===== src/rtl/mem_stage_sram_ctrl_if.sv =====
// SRAM-side bus of the MEM stage: half-word address, split write/read data,
// drive enable for the top-level tristate and active-low write enable.
//   master : the controller (drives address, write data, oe, we_n)
//   slave  : the SRAM / pad wrapper (returns read data)
interface mem_stage_sram_ctrl_if #(
    parameter int SRAM_AW = 18
);
    logic [SRAM_AW-1:0] sram_addr;
    logic [15:0]        sram_dq_out;
    logic               sram_dq_oe;
    logic [15:0]        sram_dq_in;
    logic               sram_we_n;

    modport master (
        output sram_addr,
        output sram_dq_out,
        output sram_dq_oe,
        output sram_we_n,
        input  sram_dq_in
    );

    modport slave (
        input  sram_addr,
        input  sram_dq_out,
        input  sram_dq_oe,
        input  sram_we_n,
        output sram_dq_in
    );
endinterface


===== src/rtl/mem_stage_sram_ctrl.sv =====
// MEM pipeline stage in front of a 16-bit asynchronous SRAM. Each 32-bit load or
// store is split into a low and a high half-word access, each held for
// WAIT_CYCLES cycles. ready drops for the whole access to freeze upstream
// registers. The stage owns the MEM/WB register.
//
// Ports
//   clk, rst_n                     clock, asynchronous active-low reset
//   wb_en, mem_r_en, mem_w_en      EXE/MEM control
//   alu_result, val_rm, dest       EXE/MEM data (byte address / store data / dest reg)
//   ready                          1 = pipeline may advance
//   sram                           SRAM bus (master side)
//   wb_en_out .. dest_out          MEM/WB register
//
// state  | meaning
// -------+-----------------------------------------------------------
// IDLE   | no access; a request here starts one (ready low)
// LO     | low half-word access, held WAIT_CYCLES cycles
// HI     | high half-word access, held WAIT_CYCLES cycles
// DONE   | access finished, ready high for one cycle; req not sampled
module mem_stage_sram_ctrl #(
    parameter int ADDR_OFFSET = 1024,
    parameter int SRAM_AW     = 18,
    parameter int WAIT_CYCLES = 3
) (
    input  logic                        clk,
    input  logic                        rst_n,
    input  logic                        wb_en,
    input  logic                        mem_r_en,
    input  logic                        mem_w_en,
    input  logic [31:0]                 alu_result,
    input  logic [31:0]                 val_rm,
    input  logic [3:0]                  dest,
    output logic                        ready,
    mem_stage_sram_ctrl_if.master       sram,
    output logic                        wb_en_out,
    output logic                        mem_r_en_out,
    output logic [31:0]                 alu_result_out,
    output logic [31:0]                 mem_data_out,
    output logic [3:0]                  dest_out
);

    localparam logic [1:0] S_IDLE = 2'd0;
    localparam logic [1:0] S_LO   = 2'd1;
    localparam logic [1:0] S_HI   = 2'd2;
    localparam logic [1:0] S_DONE = 2'd3;

    localparam int             CW       = (WAIT_CYCLES > 1) ? $clog2(WAIT_CYCLES) : 1;
    localparam logic [CW-1:0]  CNT_LAST = CW'(WAIT_CYCLES - 1);
    localparam logic [31:0]    OFFSET   = 32'(ADDR_OFFSET);
    localparam int             WW       = SRAM_AW - 1;

    logic [1:0]    state_q, state_d;
    logic [CW-1:0] cnt_q, cnt_d;
    logic [15:0]   rd_lo_q, rd_lo_d;
    logic [15:0]   rd_hi_q, rd_hi_d;

    logic          wb_en_q, wb_en_d;
    logic          mem_r_en_q, mem_r_en_d;
    logic [31:0]   alu_result_q, alu_result_d;
    logic [31:0]   mem_data_q, mem_data_d;
    logic [3:0]    dest_q, dest_d;

    logic          req;
    logic          is_wr;
    logic          cnt_last;
    logic          in_access;
    logic          half;
    logic          borrow;
    logic [WW-1:0] word_idx;

    assign req      = mem_r_en | mem_w_en;
    assign is_wr    = mem_w_en;
    assign cnt_last = (cnt_q == CNT_LAST);

    // Only the word-index bits that reach the SRAM are computed: subtract the
    // offset's word bits and take the borrow out of the byte-lane bits, which is
    // the same as ((alu_result - ADDR_OFFSET) >> 2) truncated.
    assign borrow   = (alu_result[1:0] < OFFSET[1:0]);
    assign word_idx = alu_result[SRAM_AW:2] - OFFSET[SRAM_AW:2] - WW'(borrow);

    assign in_access = (state_q == S_LO) || (state_q == S_HI);
    assign half      = (state_q == S_HI);

    assign ready = ((state_q == S_IDLE) && !req) || (state_q == S_DONE);

    assign sram.sram_addr   = in_access ? {word_idx, half} : '0;
    assign sram.sram_we_n   = !(in_access && is_wr);
    assign sram.sram_dq_oe  = in_access && is_wr;
    assign sram.sram_dq_out = (in_access && is_wr) ? (half ? val_rm[31:16] : val_rm[15:0]) : 16'h0;

    always_comb begin
        state_d = state_q;
        cnt_d   = cnt_q;
        rd_lo_d = rd_lo_q;
        rd_hi_d = rd_hi_q;
        case (state_q)
            S_IDLE: begin
                if (req) begin
                    state_d = S_LO;
                    cnt_d   = '0;
                end
            end
            S_LO: begin
                if (cnt_last) begin
                    state_d = S_HI;
                    cnt_d   = '0;
                    if (!is_wr) rd_lo_d = sram.sram_dq_in;
                end else begin
                    cnt_d = cnt_q + CW'(1);
                end
            end
            S_HI: begin
                if (cnt_last) begin
                    state_d = S_DONE;
                    cnt_d   = '0;
                    if (!is_wr) rd_hi_d = sram.sram_dq_in;
                end else begin
                    cnt_d = cnt_q + CW'(1);
                end
            end
            default: begin
                state_d = S_IDLE;
                cnt_d   = '0;
            end
        endcase
    end

    // MEM/WB: advance with the pipeline, insert a bubble while frozen.
    always_comb begin
        wb_en_d      = 1'b0;
        mem_r_en_d   = 1'b0;
        alu_result_d = alu_result_q;
        mem_data_d   = mem_data_q;
        dest_d       = dest_q;
        if (ready) begin
            wb_en_d      = wb_en;
            mem_r_en_d   = mem_r_en;
            alu_result_d = alu_result;
            mem_data_d   = {rd_hi_q, rd_lo_q};
            dest_d       = dest;
        end
    end

    always_ff @(posedge clk or negedge rst_n) begin
        if (!rst_n) begin
            state_q      <= S_IDLE;
            cnt_q        <= '0;
            rd_lo_q      <= '0;
            rd_hi_q      <= '0;
            wb_en_q      <= 1'b0;
            mem_r_en_q   <= 1'b0;
            alu_result_q <= '0;
            mem_data_q   <= '0;
            dest_q       <= '0;
        end else begin
            state_q      <= state_d;
            cnt_q        <= cnt_d;
            rd_lo_q      <= rd_lo_d;
            rd_hi_q      <= rd_hi_d;
            wb_en_q      <= wb_en_d;
            mem_r_en_q   <= mem_r_en_d;
            alu_result_q <= alu_result_d;
            mem_data_q   <= mem_data_d;
            dest_q       <= dest_d;
        end
    end

    assign wb_en_out      = wb_en_q;
    assign mem_r_en_out   = mem_r_en_q;
    assign alu_result_out = alu_result_q;
    assign mem_data_out   = mem_data_q;
    assign dest_out       = dest_q;

endmodule

===== src/flat_wrapper.sv =====
// flat-port wrapper written by rule: the top's interface ports become plain ports
module mem_stage_sram_ctrl_flat 
#(
    parameter int ADDR_OFFSET = 1024,
    parameter int SRAM_AW     = 18,
    parameter int WAIT_CYCLES = 3
)
  (clk, rst_n, wb_en, mem_r_en, mem_w_en, alu_result, val_rm, dest, ready, wb_en_out, mem_r_en_out, alu_result_out, mem_data_out, dest_out, sram_sram_addr, sram_sram_dq_out, sram_sram_dq_oe, sram_sram_we_n, sram_sram_dq_in);
  mem_stage_sram_ctrl_if #(.SRAM_AW(SRAM_AW)) sram_i ();
  input  logic clk;
  input  logic rst_n;
  input  logic wb_en;
  input  logic mem_r_en;
  input  logic mem_w_en;
  input  logic [31:0] alu_result;
  input  logic [31:0] val_rm;
  input  logic [3:0] dest;
  output logic ready;
  output logic wb_en_out;
  output logic mem_r_en_out;
  output logic [31:0] alu_result_out;
  output logic [31:0] mem_data_out;
  output logic [3:0] dest_out;
  output wire logic [$bits(sram_i.sram_addr)-1:0] sram_sram_addr;
  output wire logic [$bits(sram_i.sram_dq_out)-1:0] sram_sram_dq_out;
  output wire logic [$bits(sram_i.sram_dq_oe)-1:0] sram_sram_dq_oe;
  output wire logic [$bits(sram_i.sram_we_n)-1:0] sram_sram_we_n;
  input wire logic [$bits(sram_i.sram_dq_in)-1:0] sram_sram_dq_in;
  assign sram_sram_addr = sram_i.sram_addr;
  assign sram_sram_dq_out = sram_i.sram_dq_out;
  assign sram_sram_dq_oe = sram_i.sram_dq_oe;
  assign sram_sram_we_n = sram_i.sram_we_n;
  assign sram_i.sram_dq_in = sram_sram_dq_in;
  mem_stage_sram_ctrl #(.ADDR_OFFSET(ADDR_OFFSET), .SRAM_AW(SRAM_AW), .WAIT_CYCLES(WAIT_CYCLES)) u_core (.clk(clk), .rst_n(rst_n), .wb_en(wb_en), .mem_r_en(mem_r_en), .mem_w_en(mem_w_en), .alu_result(alu_result), .val_rm(val_rm), .dest(dest), .ready(ready), .sram(sram_i), .wb_en_out(wb_en_out), .mem_r_en_out(mem_r_en_out), .alu_result_out(alu_result_out), .mem_data_out(mem_data_out), .dest_out(dest_out));
endmodule

===== config.mk =====
export PLATFORM = sky130hd
export DESIGN_NAME = mem_stage_sram_ctrl_flat
export DESIGN_NICKNAME = d
export VERILOG_FILES = /design/src/rtl/mem_stage_sram_ctrl_if.sv /design/src/rtl/mem_stage_sram_ctrl.sv /design/src/flat_wrapper.sv
export SDC_FILE = /design/constraint.sdc
export NUM_CORES = 1
export LEC_CHECK = 0
export BUFFER_PORTS_ARGS = -buffer_cell sky130_fd_sc_hd__buf_2
export CAP_MARGIN = 20
export CORE_ASPECT_RATIO = 0.9
export CORE_UTILIZATION = 49
export CTS_CLUSTER_DIAMETER = 100
export DETAILED_ROUTE_END_ITERATION = 10
export GPL_ROUTABILITY_DRIVEN = 0
export PLACE_DENSITY = 0.79
export SYNTH_ARGS = -nofsm -noshare
export SYNTH_HDL_FRONTEND = slang
export SYNTH_SLANG_ARGS = --single-unit
export TNS_END_PERCENT = 20

===== constraint.sdc =====
create_clock -name clk -period 2.65 [get_ports clk]
set_input_delay 0.1325 -clock clk [delete_from_list [all_inputs] [get_ports clk]]
set_output_delay 0.1325 -clock clk [all_outputs]
set_load 0.005 [all_outputs]

Word-level counts from Yosys, hierarchy flattened
Cells that the tools add are included.
- input port bits: 89
- word-level logic and storage cells: 45
- memory bits (read-only): 0
- memory bits (writable): 0
- memories kept: 0
- latch bits: 0
- bits in registers: 106
- divide/modulo/power cells: 0
- bitwise logic cells: 2
- eq/ne operators: 7
- mux-type cells: 12
- shift-type cells: 0
- add/subtract/negate cells: 3
- $lt $le $gt $ge: 1
- reduce and logical (&&, ||, !) cells: 11
- $mul: 0
- operator list (kind ; count):
    16-bit 2-to-1 mux ; 2
    18-bit 2-to-1 mux ; 1
    17-bit by 1-bit subtractor with 17-bit output ; 1
    17-bit by 9-bit subtractor with 17-bit output, second input constant ; 1
    2-bit 2-to-1 mux ; 5
    3-bit AND reduction ; 3
    2-bit == test, second input constant ; 3
    2-bit by 1-bit != test with 1-bit output, second input constant ; 3
    2-bit case mux with 3 select lines ; 1
    2-bit case mux with 2 select lines ; 1
    2-bit by 1-bit adder with 2-bit output, second input constant ; 1
    2-bit by 1-bit == test with 1-bit output, second input constant ; 1
    1-bit logical AND ; 2
    1-bit logical NOT ; 2
    2-bit logical NOT ; 1
    1-bit logical OR ; 2
    2-bit by 1-bit less-than comparator with 1-bit output, second input constant ; 1
    1-bit 2-to-1 mux ; 2
    2-bit OR reduction ; 1
    1-bit NOT ; 1
    1-bit bitwise OR ; 1

Depth between registers and ports, before layout
Gate-level depths: netlist of the first run.
- depth in word-level cells: 5
- gate-level depth with buffers: 8

Worst setup path after synthesis of the first run
OpenSTA, ideal clock, no wires.
- path kind: flip-flop to flip-flop
- start point: register u_core.state_q[0]
- end point: register u_core.rd_hi_q[10]
- buffers on the path: 2
- slack: 0.678 ns
- library setup time: 0.125 ns
- arrival time: 1.847 ns
- stages on the path, launching flop included: 7
- period minus slack after synthesis: 1.972 ns
- cell sequence: dfrtp_1 > inv_1 > ha_1 > buf_2 > nor3b_2 > buf_4 > mux2_2
- longest elaborated chain between the ends: 2
- RTL lines (element ; RTL line ; text):
    start: declaration ; mem_stage_sram_ctrl.sv:52 ; logic [1:0] state_q, state_d;
    start signal: assignment ; mem_stage_sram_ctrl.sv:156 ; state_q <= state_d;
    2-bit == test ; mem_stage_sram_ctrl.sv:96 ; case (state_q)
    3-bit AND reduction (no source line) ; -- ;
    end signal: assignment ; mem_stage_sram_ctrl.sv:159 ; rd_hi_q <= rd_hi_d;
    end: declaration ; mem_stage_sram_ctrl.sv:55 ; logic [15:0] rd_hi_q, rd_hi_d;
Every way passes these cells.
A chain may end at the register's enable or synchronous reset.

Final worst setup path of the first run
- start point: input alu_result[10]
- end point: output sram_sram_addr[16]
- longest elaborated chain between the ends: 3
- RTL lines (element ; RTL line ; text):
    start: declaration ; flat_wrapper.sv:15 ; input logic [31:0] alu_result;
    17-bit by 9-bit subtractor with 17-bit output ; mem_stage_sram_ctrl.sv:79 ; assign word_idx = alu_result[SRAM_AW:2] - OFFSET[SRAM_AW:2] - WW'(borrow);
    17-bit by 1-bit subtractor with 17-bit output ; mem_stage_sram_ctrl.sv:79 ;
    18-bit 2-to-1 mux ; mem_stage_sram_ctrl.sv:86 ; assign sram.sram_addr = in_access ? {word_idx, half} : '0;
    end: declaration ; flat_wrapper.sv:24 ; output wire logic [$bits(sram_i.sram_addr)-1:0] sram_sram_addr;
Every way passes these cells.

==> impl_metrics.csv, run 1 <==
group,metric,value,unit
floorplan,starting_density,50.63,%
timing,setup_slack,121.2,ps
worst_setup_path,r2r-start,"u_core.state_q[0]",
clock_network,clock_tree.buffer_depth,2,
global_routing,grt_first_pass_wirelength,18.66,mm
worst_setup_path,crit_path_end_kind,"primary output",
clock_network,cts_inserted_buffers,9,
timing,layout_worst_path_cycle_share,95.43,%
worst_setup_path,timing.setup.critical_path_class,"in -> out",
timing,finalWorstPathRequiredPeriod,2529,ps
yosys,netlist_top_cells_count,"sky130_fd_sc_hd__dfrtp_1 (106), sky130_fd_sc_hd__mux2_1 (61), sky130_fd_sc_hd__mux2_2 (34), sky130_fd_sc_hd__nor2_1 (22), sky130_fd_sc_hd__mux2i_1 (18)",
yosys,post-synth-top-count-cell,"sky130_fd_sc_hd__dfrtp_1",
yosys,number_of_warnings_printed_during_yosys_synthesis,0,
clock_network,clockRootBuffer,"sky130_fd_sc_hd__clkbuf_8",
placement,detailed_place.area,6057,um2
floorplan,die_h,97.18,um
pwr,design_power_total,6.663,mW
clock_network,path_clk_slew,100,ps
min_path,hold-path-endpoint,"u_core.rd_hi_q[15]",
floorplan,floorplan.rows,34,
yosys,synth_area,4932,um2
floorplan,top_level_ports,196,
worst_setup_path,critical_path_arrival,2400,ps
clock_network,htreeDepth,3,
yosys,synth_sequential_area_ratio,53.78,%
global_routing,globalRoute.totalOverflow,0,
global_routing,number_of_antenna_violations_at_the_first_check_in_global_routing,0,
route,drtAntennaViolNets,0,
timing,final_number_of_max_transition_violations,0,
timing,final.setup_skew,10.10,ps
yosys,post_synth.cell_area_avg,12.78,um2
worst_setup_path,timing.reg2reg.worst_path_depth,6,
layout,areaGrowthSynthToFinish,32.60,%
worst_setup_path,regToRegEndpoint,"u_core.alu_result_out[1]",
timing,fmaxAchievable,0.3954,GHz
route,viasPerCell,5.211,
status,status,"finished clean",
route,detail_route.wl_per_cell,15.88,um
yosys,synth.net_count,487,
yosys,ys_async_sr_fraction,100.0,%
timing,rsz0062_at_grt,"false",
timing,timing.max_slew.rel_slack,50.19,%
yosys,yosys-top-cells-area,"sky130_fd_sc_hd__dfrtp_1 (54%), sky130_fd_sc_hd__mux2_1 (14%), sky130_fd_sc_hd__mux2_2 (7.8%)",
clock_network,clock_latency_late_sink,360,ps
route,drt_first_pass_iters,4,
yosys,yosys.area.top_type_share,53.78,%
pwr,ir_drop,0.5777,mV
floorplan,placeableCoreArea,9742,um2
min_path,worstHoldStart,"sram_sram_dq_in[15]",
yosys,synth_edf_count,0,
layout,diodes,0,
min_path,hold_class,"in -> reg",
global_routing,grt_max_degree,60,
yosys,post-synth-top-area-cell,"sky130_fd_sc_hd__dfrtp_1",
yosys,ys_types,44,
global_routing,first_global_vias,3884,
min_path,hold-path-cell-count,2,
yosys,synth-seq-cells,106,
layout,finalNetCount,710,
timing,setup_tns,0,ps
layout,fin_cells,740,
floorplan,dieArea,10470,um2
worst_setup_path,worst_setup_path_start_kind,"input port",
placement,placement.io_buffers,195,
pwr,cell_pwr_density,1019,nW/um2
clock_network,post_cts.repair.setup_buffers,0,
route,detailroute.via_count,3856,
layout,final_layout_size_suffix_gt1_share,42.35,%
job,cap_violations,0,
placement,place_hpwl,8.672,mm
route,route.final.wire_length,11.75,mm
layout,fin_util,67.13,%
placement,placedCellCount,695,
clock_network,numClockSinks,106,
pwr,leakagePower,3.311,nW
route,dr.first_iter.drc_count,123,
timing,holdWs,20.67,ps
floorplan,die_width,107.8,um
timing,worst_slew_pin_slew,747.1,ps
timing,final_hold_viol_count,0,
yosys,yosys_most_used_dff,"sky130_fd_sc_hd__dfrtp_1",
global_routing,grtUsageTotal,23.10,%
yosys,syn_inst,386,
worst_setup_path,timing.critical_path.required,2520,ps
placement,place_worst_setup_slack,516.2,ps
route,detail_route.drc_violations,0,
timing,setup_viol,0,
clock_network,cts_tree,"done",
worst_setup_path,biggest_fanout_along_the_worst_timing_path,6,
layout,postLayoutCellArea,6540,um2
worst_setup_path,worst-r2r-setup-slack,710,ps
sequential cells by signal, summed over array words and instances, names as in the netlist:
name                   cells
u_core.dest_out            4
u_core.wb_en_out           1
u_core.mem_data_out       32
u_core.rd_lo_q            16
u_core.state_q             2
u_core.rd_hi_q            16
u_core.cnt_q               2
u_core.alu_result_out     32
u_core.mem_r_en_out        1
worst max-delay path by stage:
stage / startpoint / endpoint / slack, ps / cells after the start
2_1_floorplan: u_core.state_q[0] / u_core.rd_hi_q[10] / 680 / 6
3_3_place_gp: u_core.state_q[0] / sram_sram_dq_out[0] / 640 / 5
3_5_place_dp: u_core.state_q[0] / sram_sram_dq_out[13] / 520 / 5
4_1_cts: u_core.state_q[1] / sram_sram_dq_out[13] / 110 / 5
5_1_grt: alu_result[10] / sram_sram_addr[16] / 20 / 9
6_report: alu_result[10] / sram_sram_addr[16] / 120 / 9
cell usage in the layout (no fill, tap or decap), types with 2 or more instances in the layout:
master	instances
sky130_fd_sc_hd__a211oi_1	2
sky130_fd_sc_hd__a21boi_1	3
sky130_fd_sc_hd__a21oi_1	5
sky130_fd_sc_hd__a21oi_2	2
sky130_fd_sc_hd__and2_1	11
sky130_fd_sc_hd__buf_12	2
sky130_fd_sc_hd__buf_2	194
sky130_fd_sc_hd__buf_4	5
sky130_fd_sc_hd__clkbuf_8	9
sky130_fd_sc_hd__dfrtp_1	106
sky130_fd_sc_hd__dlygate4sd3_1	29
sky130_fd_sc_hd__ha_1	12
sky130_fd_sc_hd__inv_1	12
sky130_fd_sc_hd__inv_6	2
sky130_fd_sc_hd__mux2_1	61
sky130_fd_sc_hd__mux2_2	34
sky130_fd_sc_hd__mux2i_1	18
sky130_fd_sc_hd__nand2_1	13
sky130_fd_sc_hd__nand2b_1	4
sky130_fd_sc_hd__nand3_1	3
sky130_fd_sc_hd__nor2_1	21
sky130_fd_sc_hd__nor2b_1	2
sky130_fd_sc_hd__nor3_1	5
sky130_fd_sc_hd__nor3b_1	4
sky130_fd_sc_hd__nor3b_2	3
sky130_fd_sc_hd__o21a_1	2
sky130_fd_sc_hd__o21ai_0	8
sky130_fd_sc_hd__o21ai_1	8
sky130_fd_sc_hd__or3_1	3
sky130_fd_sc_hd__or4_1	2
sky130_fd_sc_hd__xnor2_1	2
sky130_fd_sc_hd__xor2_1	5
cell type report:
| class | instances | area (um2) |
|---|---|---|
| multi-input combinational | 250 | 2160 |
| fill | 722 | 3202 |
| tap | 126 | 157.7 |
| sequential | 106 | 2653 |
| timing repair buffer | 230 | 1339 |
| inverter | 12 | 45.04 |
| clock buffer | 10 | 127.6 |
| clock inverter | 6 | 58.81 |
per-layer routing:
| layer | vias up | track usage (%) | wire (um) |
|---|---|---|---|
| li1 | 1804 | - | - |
| met1 | 1886 | 26.26 | 4494 |
| met2 | 147 | 42.16 | 6277 |
| met3 | 19 | 5.902 | 743 |
| met4 | 0 | 6.744 | 238 |
| met5 | - | 0 | 0 |
logic make-up (layout without fill, tap and decap cells):
family | count (synthesis) | count (layout) | share of synthesized area [%]
muxes | 113 | 113 | 25.34
DFF | 106 | 106 | 53.78
and+or+nand+nor | 80 | 80 | 8.854
AOI/OAI and AO/OA | 38 | 38 | 5.023
buffers and inverters | 30 | 258 | 2.714
adders and majority gates | 12 | 12 | 3.044
xor gates and xnor gates | 7 | 7 | 1.243
report_power, final:
group          internal, mW  switching, mW  total [mW]
logic                  1.58           1.41        2.98
registers              2.38          0.366        2.75
clock network         0.364          0.564       0.928
critical path: stages:
cell and delay [ps]:
sky130_fd_sc_hd__dlygate4sd3_1 540, sky130_fd_sc_hd__buf_2 130, sky130_fd_sc_hd__ha_1 400, sky130_fd_sc_hd__nand4_1 190, sky130_fd_sc_hd__a21oi_1 400, sky130_fd_sc_hd__a211oi_1 170
sky130_fd_sc_hd__xor2_1 160, sky130_fd_sc_hd__and2_1 170, sky130_fd_sc_hd__buf_2 120
timing repair:
item | 4_1_cts | 5_1_grt
gates resized for setup | 0 | 2
setup endpoints to repair | 0 | 19
hold endpoints to repair | 89 | 0
hold buffers | 29 | 0
(Power assumes the default switching activity.)
==> inputs of run 2 (changes only) <==
--- a/config.mk
+++ b/config.mk
@@ -13,6 +13,7 @@
 export DETAILED_ROUTE_END_ITERATION = 10
 export GPL_ROUTABILITY_DRIVEN = 0
 export PLACE_DENSITY = 0.79
+export RECOVER_POWER = 50
 export SYNTH_ARGS = -nofsm -noshare
 export SYNTH_HDL_FRONTEND = slang
 export SYNTH_SLANG_ARGS = --single-unit
==> impl_metrics.csv, run 2 (synthesized netlist as in run 1, its figures left out) <==
group,metric,value,unit
timing,holdWs,20.49,ps
pwr,cell_pwr_density,1020,nW/um2
worst_setup_path,critical_path_arrival,2390,ps
pwr,ir_drop,0.5782,mV
global_routing,grt_first_pass_wirelength,18.66,mm
pwr,pwr-share-seq,41.7,%
timing,setup_tns,0,ps
layout,final_cell_mix,"sky130_fd_sc_hd__buf_2 (158), sky130_fd_sc_hd__dfrtp_1 (106), sky130_fd_sc_hd__mux2_1 (61), sky130_fd_sc_hd__clkbuf_1 (36), sky130_fd_sc_hd__mux2_2 (34)",
placement,place_hpwl,8.672,mm
pwr,share_clk_of_total_power,14.1,%
clock_network,htreeDepth,3,
clock_network,clock_latency_late_sink,360,ps
clock_network,clockRootBuffer,"sky130_fd_sc_hd__clkbuf_8",
timing,final_number_of_max_transition_violations,0,
layout,final_layout_size_suffix_gt1_share,36.48,%
pwr,net_switching_fraction_of_the_power,35.59,%
timing,rsz0062_at_grt,"false",
route,detail_route.wl_per_cell,15.97,um
floorplan,placeableCoreArea,9742,um2
route,detail_route.drc_violations,0,
layout,areaGrowthSynthToFinish,31.38,%
pwr,power_frac_comb,44.2,%
pwr,design_power_total,6.610,mW
clock_network,numClockSinks,106,
timing,setup_viol,0,
clock_network,post_cts.repair.setup_buffers,0,
layout,fin_util,66.52,%
timing,final_hold_viol_count,0,
worst_setup_path,timing.critical_path.required,2520,ps
floorplan,die_width,107.8,um
route,drt_first_pass_iters,4,
pwr,internal_power,4.258,mW
timing,fmaxAchievable,0.3963,GHz
global_routing,grt_max_degree,60,
floorplan,dieArea,10470,um2
timing,finalWorstPathRequiredPeriod,2523,ps
layout,finalNetCount,710,
floorplan,top_level_ports,196,
global_routing,number_of_antenna_violations_at_the_first_check_in_global_routing,0,
layout,diodes,0,
route,dr.first_iter.drc_count,90,
global_routing,first_global_vias,3884,
timing,final.setup_skew,10.48,ps
placement,placement.io_buffers,195,
global_routing,grtUsageTotal,23.10,%
layout,most_common_library_cell_in_the_layout_ignoring_fill_and_taps,"sky130_fd_sc_hd__buf_2",
worst_setup_path,biggest_fanout_along_the_worst_timing_path,6,
floorplan,starting_density,50.63,%
floorplan,die_h,97.18,um
worst_setup_path,timing.setup.critical_path_class,"in -> out",
job,cap_violations,0,
timing,timing.max_slew.rel_slack,5.130,%
worst_setup_path,worst_setup_path_start_kind,"input port",
route,drtAntennaViolNets,0,
timing,layout_worst_path_cycle_share,95.22,%
global_routing,globalRoute.totalOverflow,0,
pwr,leakagePower,3.190,nW
route,route.final.wire_length,11.82,mm
min_path,hold_class,"in -> reg",
route,viasPerCell,5.226,
clock_network,cts_inserted_buffers,9,
timing,worst_slew_pin_slew,1423,ps
clock_network,clock_tree.buffer_depth,2,
route,detailroute.via_count,3867,
floorplan,floorplan.rows,34,
worst_setup_path,crit_path_end_kind,"primary output",
clock_network,cts_tree,"done",
clock_network,path_clk_slew,100,ps
layout,fillerInstances,741,
status,status,"finished clean",
pwr,switching_power_summed_over_all_nets,2.353,mW
==> run 2: cell count changes in the layout (fill, tap and decap cells not counted), sizes merged <==
cell / previous run / this run
buf: 201 / 164
clkbuf: 10 / 47
==> run 2: area by class of cell <==
type / count / area (um2) / share of cell area, %
multi-input cells: 250 / 2160 / 33.33
flip-flops and latches: 106 / 2653 / 40.93
repair buffers: 230 / 1279 / 19.73
clock buffers: 10 / 127.6 / 1.969
well taps: 126 / 157.7 / 2.433
inverters: 12 / 45.04 / 0.6951
clock inverters: 6 / 58.81 / 0.9075
==> run 2: per-stage QoR <==
stage / cell area, um2 / worst slack (ps) / cells
2_1_floorplan: 4932 / 678.1 / 386
4_1_cts: 6534 / 105.3 / 740
3_5_place_dp: 6057 / 516.2 / 695
6_report: 6480 / 126.6 / 740
5_1_grt: 6480 / 17.87 / 740
3_3_place_gp: 6057 / 641.6 / 695
==> run 2: path summary, 6_finish.rpt <==
kind	end	from	cells past startpoint	slack [ps]
max in group asynchronous	u_core.alu_result_out[16]	rst_n	3	540
worst max register to register	u_core.alu_result_out[1]	u_core.state_q[0]	6	730
worst max-delay path	sram_sram_addr[16]	alu_result[10]	9	130
worst min-delay path	u_core.rd_hi_q[15]	sram_sram_dq_in[15]	2	20
min in group asynchronous	u_core.rd_lo_q[5]	rst_n	2	630
worst min register to register	u_core.mem_data_out[5]	u_core.rd_lo_q[5]	1	490
==> run 2: routing by layer <==
layer / wire (um) / vias to the layer above / GRT usage, %
li1: - / 1802 / -
met1: 4593 / 1896 / 26.26
met2: 6241 / 150 / 42.16
met3: 741 / 19 / 5.902
met4: 241 / 0 / 6.744
met5: 0 / - / 0
==> run 2: repair_timing <==
action / CTS / global route
gates resized for setup: 0 / 2
endpoints found under the hold margin: 89 / 0
hold buffers: 29 / 0
setup endpoints to repair: 0 / 19
==> run 2: critical path, cell delays in order <==
cell                            delay [ps]
sky130_fd_sc_hd__dlygate4sd3_1         540
sky130_fd_sc_hd__buf_2                 130
sky130_fd_sc_hd__ha_1                  400
sky130_fd_sc_hd__nand4_1               180
sky130_fd_sc_hd__a21oi_1               390
sky130_fd_sc_hd__a211oi_1              170
sky130_fd_sc_hd__xor2_1                160
sky130_fd_sc_hd__and2_1                170
sky130_fd_sc_hd__buf_2                 120
==> run 2: power by group through the flow <==
stage	logic (mW)	clock network, mW	registers [mW]
final	2.92	0.930	2.76
after global routing	3.22	1.04	2.86
after CTS	3.02	0.968	2.76
after detailed placement	2.97	0	2.79
after global placement	2.87	0	2.72
after floorplan	1.71	0	2.77
==> inputs of run 3 (changes only) <==
==> constraint.sdc (replaced) <==
create_clock -name clk -period 2.45 [get_ports clk]
set_input_delay 0.1225 -clock clk [delete_from_list [all_inputs] [get_ports clk]]
set_output_delay 0.1225 -clock clk [all_outputs]
set_load 0.005 [all_outputs]
==> impl_metrics.csv, run 3 (synthesized netlist as in run 1, its figures left out) <==
group,metric,value,unit
status,status,"finished clean",
timing,final_number_of_max_transition_violations,0,
timing,final.setup_skew,13.46,ps
pwr,cell_pwr_density,1085,nW/um2
timing,fmaxAchievable,0.4743,GHz
route,detailroute.via_count,3878,
floorplan,starting_density,50.63,%
clock_network,clock_tree.buffer_depth,2,
route,detail_route.wl_per_cell,15.53,um
pwr,share_clk_of_total_power,14.7,%
clock_network,htreeDepth,3,
worst_setup_path,timing.setup.critical_path_class,"reg -> out",
global_routing,number_of_antenna_violations_at_the_first_check_in_global_routing,0,
worst_setup_path,worst_setup_path_start_kind,"flip-flop",
clock_network,path_clk_slew,110,ps
layout,finalNetCount,723,
worst_setup_path,biggest_fanout_along_the_worst_timing_path,18,
pwr,net_switching_fraction_of_the_power,35.63,%
pwr,ir_drop,0.9545,mV
timing,worst_slew_pin_slew,1230,ps
layout,most_common_library_cell_in_the_layout_ignoring_fill_and_taps,"sky130_fd_sc_hd__buf_2",
timing,final_hold_viol_count,0,
global_routing,grtUsageMet3,6.237,%
worst_setup_path,critical_path_arrival,1990,ps
placement,placement.io_buffers,195,
pwr,internal_power,4.634,mW
layout,multi_input_logic_area,2153,um2
clock_network,clock_latency_late_sink,370,ps
pwr,leakagePower,3.255,nW
floorplan,die_h,97.18,um
timing,timing.max_slew.rel_slack,17.99,%
floorplan,dieArea,10470,um2
pwr,power_frac_comb,44.0,%
timing,rsz0062_at_grt,"false",
worst_setup_path,timing.critical_path.required,2330,ps
floorplan,floorplan.rows,34,
route,drtAntennaViolNets,0,
layout,diodes,0,
layout,final_layout_size_suffix_gt1_share,35.73,%
timing,finalWorstPathRequiredPeriod,2108,ps
worst_setup_path,crit_path_end_kind,"primary output",
clock_network,numClockSinks,106,
global_routing,grtUsageTotal,22.53,%
timing,layout_worst_path_cycle_share,86.05,%
layout,final-seq-area,2653,um2
route,detail_route.drc_violations,0,
global_routing,globalRouteMet1Util,24.81,%
layout,final_cell_mix,"sky130_fd_sc_hd__buf_2 (158), sky130_fd_sc_hd__dfrtp_1 (106), sky130_fd_sc_hd__mux2_1 (61), sky130_fd_sc_hd__dlygate4sd3_1 (41), sky130_fd_sc_hd__clkbuf_1 (36)",
global_routing,grt_max_degree,78,
job,cap_violations,0,
pwr,switching_power_summed_over_all_nets,2.565,mW
global_routing,globalRoute.totalOverflow,0,
placement,place_hpwl,8.406,mm
route,drt_first_pass_iters,4,
global_routing,grt_first_pass_wirelength,18.33,mm
clock_network,post_cts.repair.setup_buffers,0,
timing,setup_tns,0,ps
layout,areaGrowthSynthToFinish,34.53,%
floorplan,top_level_ports,196,
pwr,pwr-share-seq,41.3,%
clock_network,cts_inserted_buffers,9,
floorplan,placeableCoreArea,9742,um2
clock_network,total_of_cells_resized_after_clock_tree_synthesis,0,
layout,fin_util,68.11,%
clock_network,post_cts_hold_buffer_count,36,
floorplan,die_width,107.8,um
route,viasPerCell,5.150,
global_routing,use_met2,41.52,%
global_routing,top_usage_layer_grt,"met2",
timing,setup_viol,0,
route,dr.first_iter.drc_count,119,
clock_network,cts_tree,"done",
layout,fillerInstances,739,
min_path,hold_class,"in -> reg",
global_routing,first_global_vias,3900,
clock_network,clockRootBuffer,"sky130_fd_sc_hd__clkbuf_8",
route,route.final.wire_length,11.70,mm
run 3: cell type report:
class                           count  share of cell area, %
Timing Repair Buffer              243                  21.35
Sequential cell                   106                  39.98
Clock inverter                      7                  1.301
Multi-Input combinational cell    250                  32.45
Clock buffer                        9                  1.867
Tap cell                          126                  2.376
Inverter                           12                 0.6789
run 3: stage by stage:
step / total power, mW / hold slack [ps] / cell area, um2 / setup slack, ps / cells
floorplan: 4.848 / -173.1 / 4932 / 478.1 / 386
global placement: 6.048 / 173.3 / 6065 / 500.3 / 696
detailed placement: 6.213 / 183.9 / 6065 / 432.1 / 696
CTS: 7.315 / 1.620 / 6635 / 321.3 / 748
global route: 7.732 / 7.377 / 6635 / 223.3 / 753
finish: 7.199 / 24.62 / 6635 / 341.8 / 753
run 3: path summary, 6_finish.rpt:
path	endpoint	startpoint	cells past startpoint	slack [ps]
min in group asynchronous	u_core.rd_hi_q[5]	rst_n	2	540
max in group asynchronous	u_core.alu_result_out[8]	rst_n	3	780
max reg2reg	u_core.mem_data_out[29]	u_core.state_q[1]	6	530
min	u_core.alu_result_out[18]	alu_result[18]	2	20
max	sram_sram_dq_out[6]	u_core.state_q[1]	5	340
min reg2reg	u_core.mem_data_out[27]	u_core.rd_hi_q[11]	1	490
run 3: per-layer routing:
metal / share of wire, % / up-vias / routed length [um]
met5: 0 / - / 0
met4: 2.1 / 0 / 249
met3: 7.0 / 23 / 817
met2: 51 / 156 / 5997
met1: 40 / 1871 / 4633
li1: - / 1828 / -
run 3: critical path: stages, from the launching register on:
cell                      delay [ps]
sky130_fd_sc_hd__dfrtp_1         410
sky130_fd_sc_hd__inv_1            80
sky130_fd_sc_hd__ha_1            310
sky130_fd_sc_hd__nand2_1         350
sky130_fd_sc_hd__nor2_1          310
sky130_fd_sc_hd__buf_2           150
run 3: power by group through the flow:
stage	Sequential (mW)	Combinational [mW]	Clock [mW]
final	2.98	3.16	1.06
after global routing	3.09	3.48	1.17
after CTS	2.97	3.25	1.09
after detailed placement	3.01	3.20	0
after global placement	2.95	3.10	0
after floorplan	3.00	1.85	0
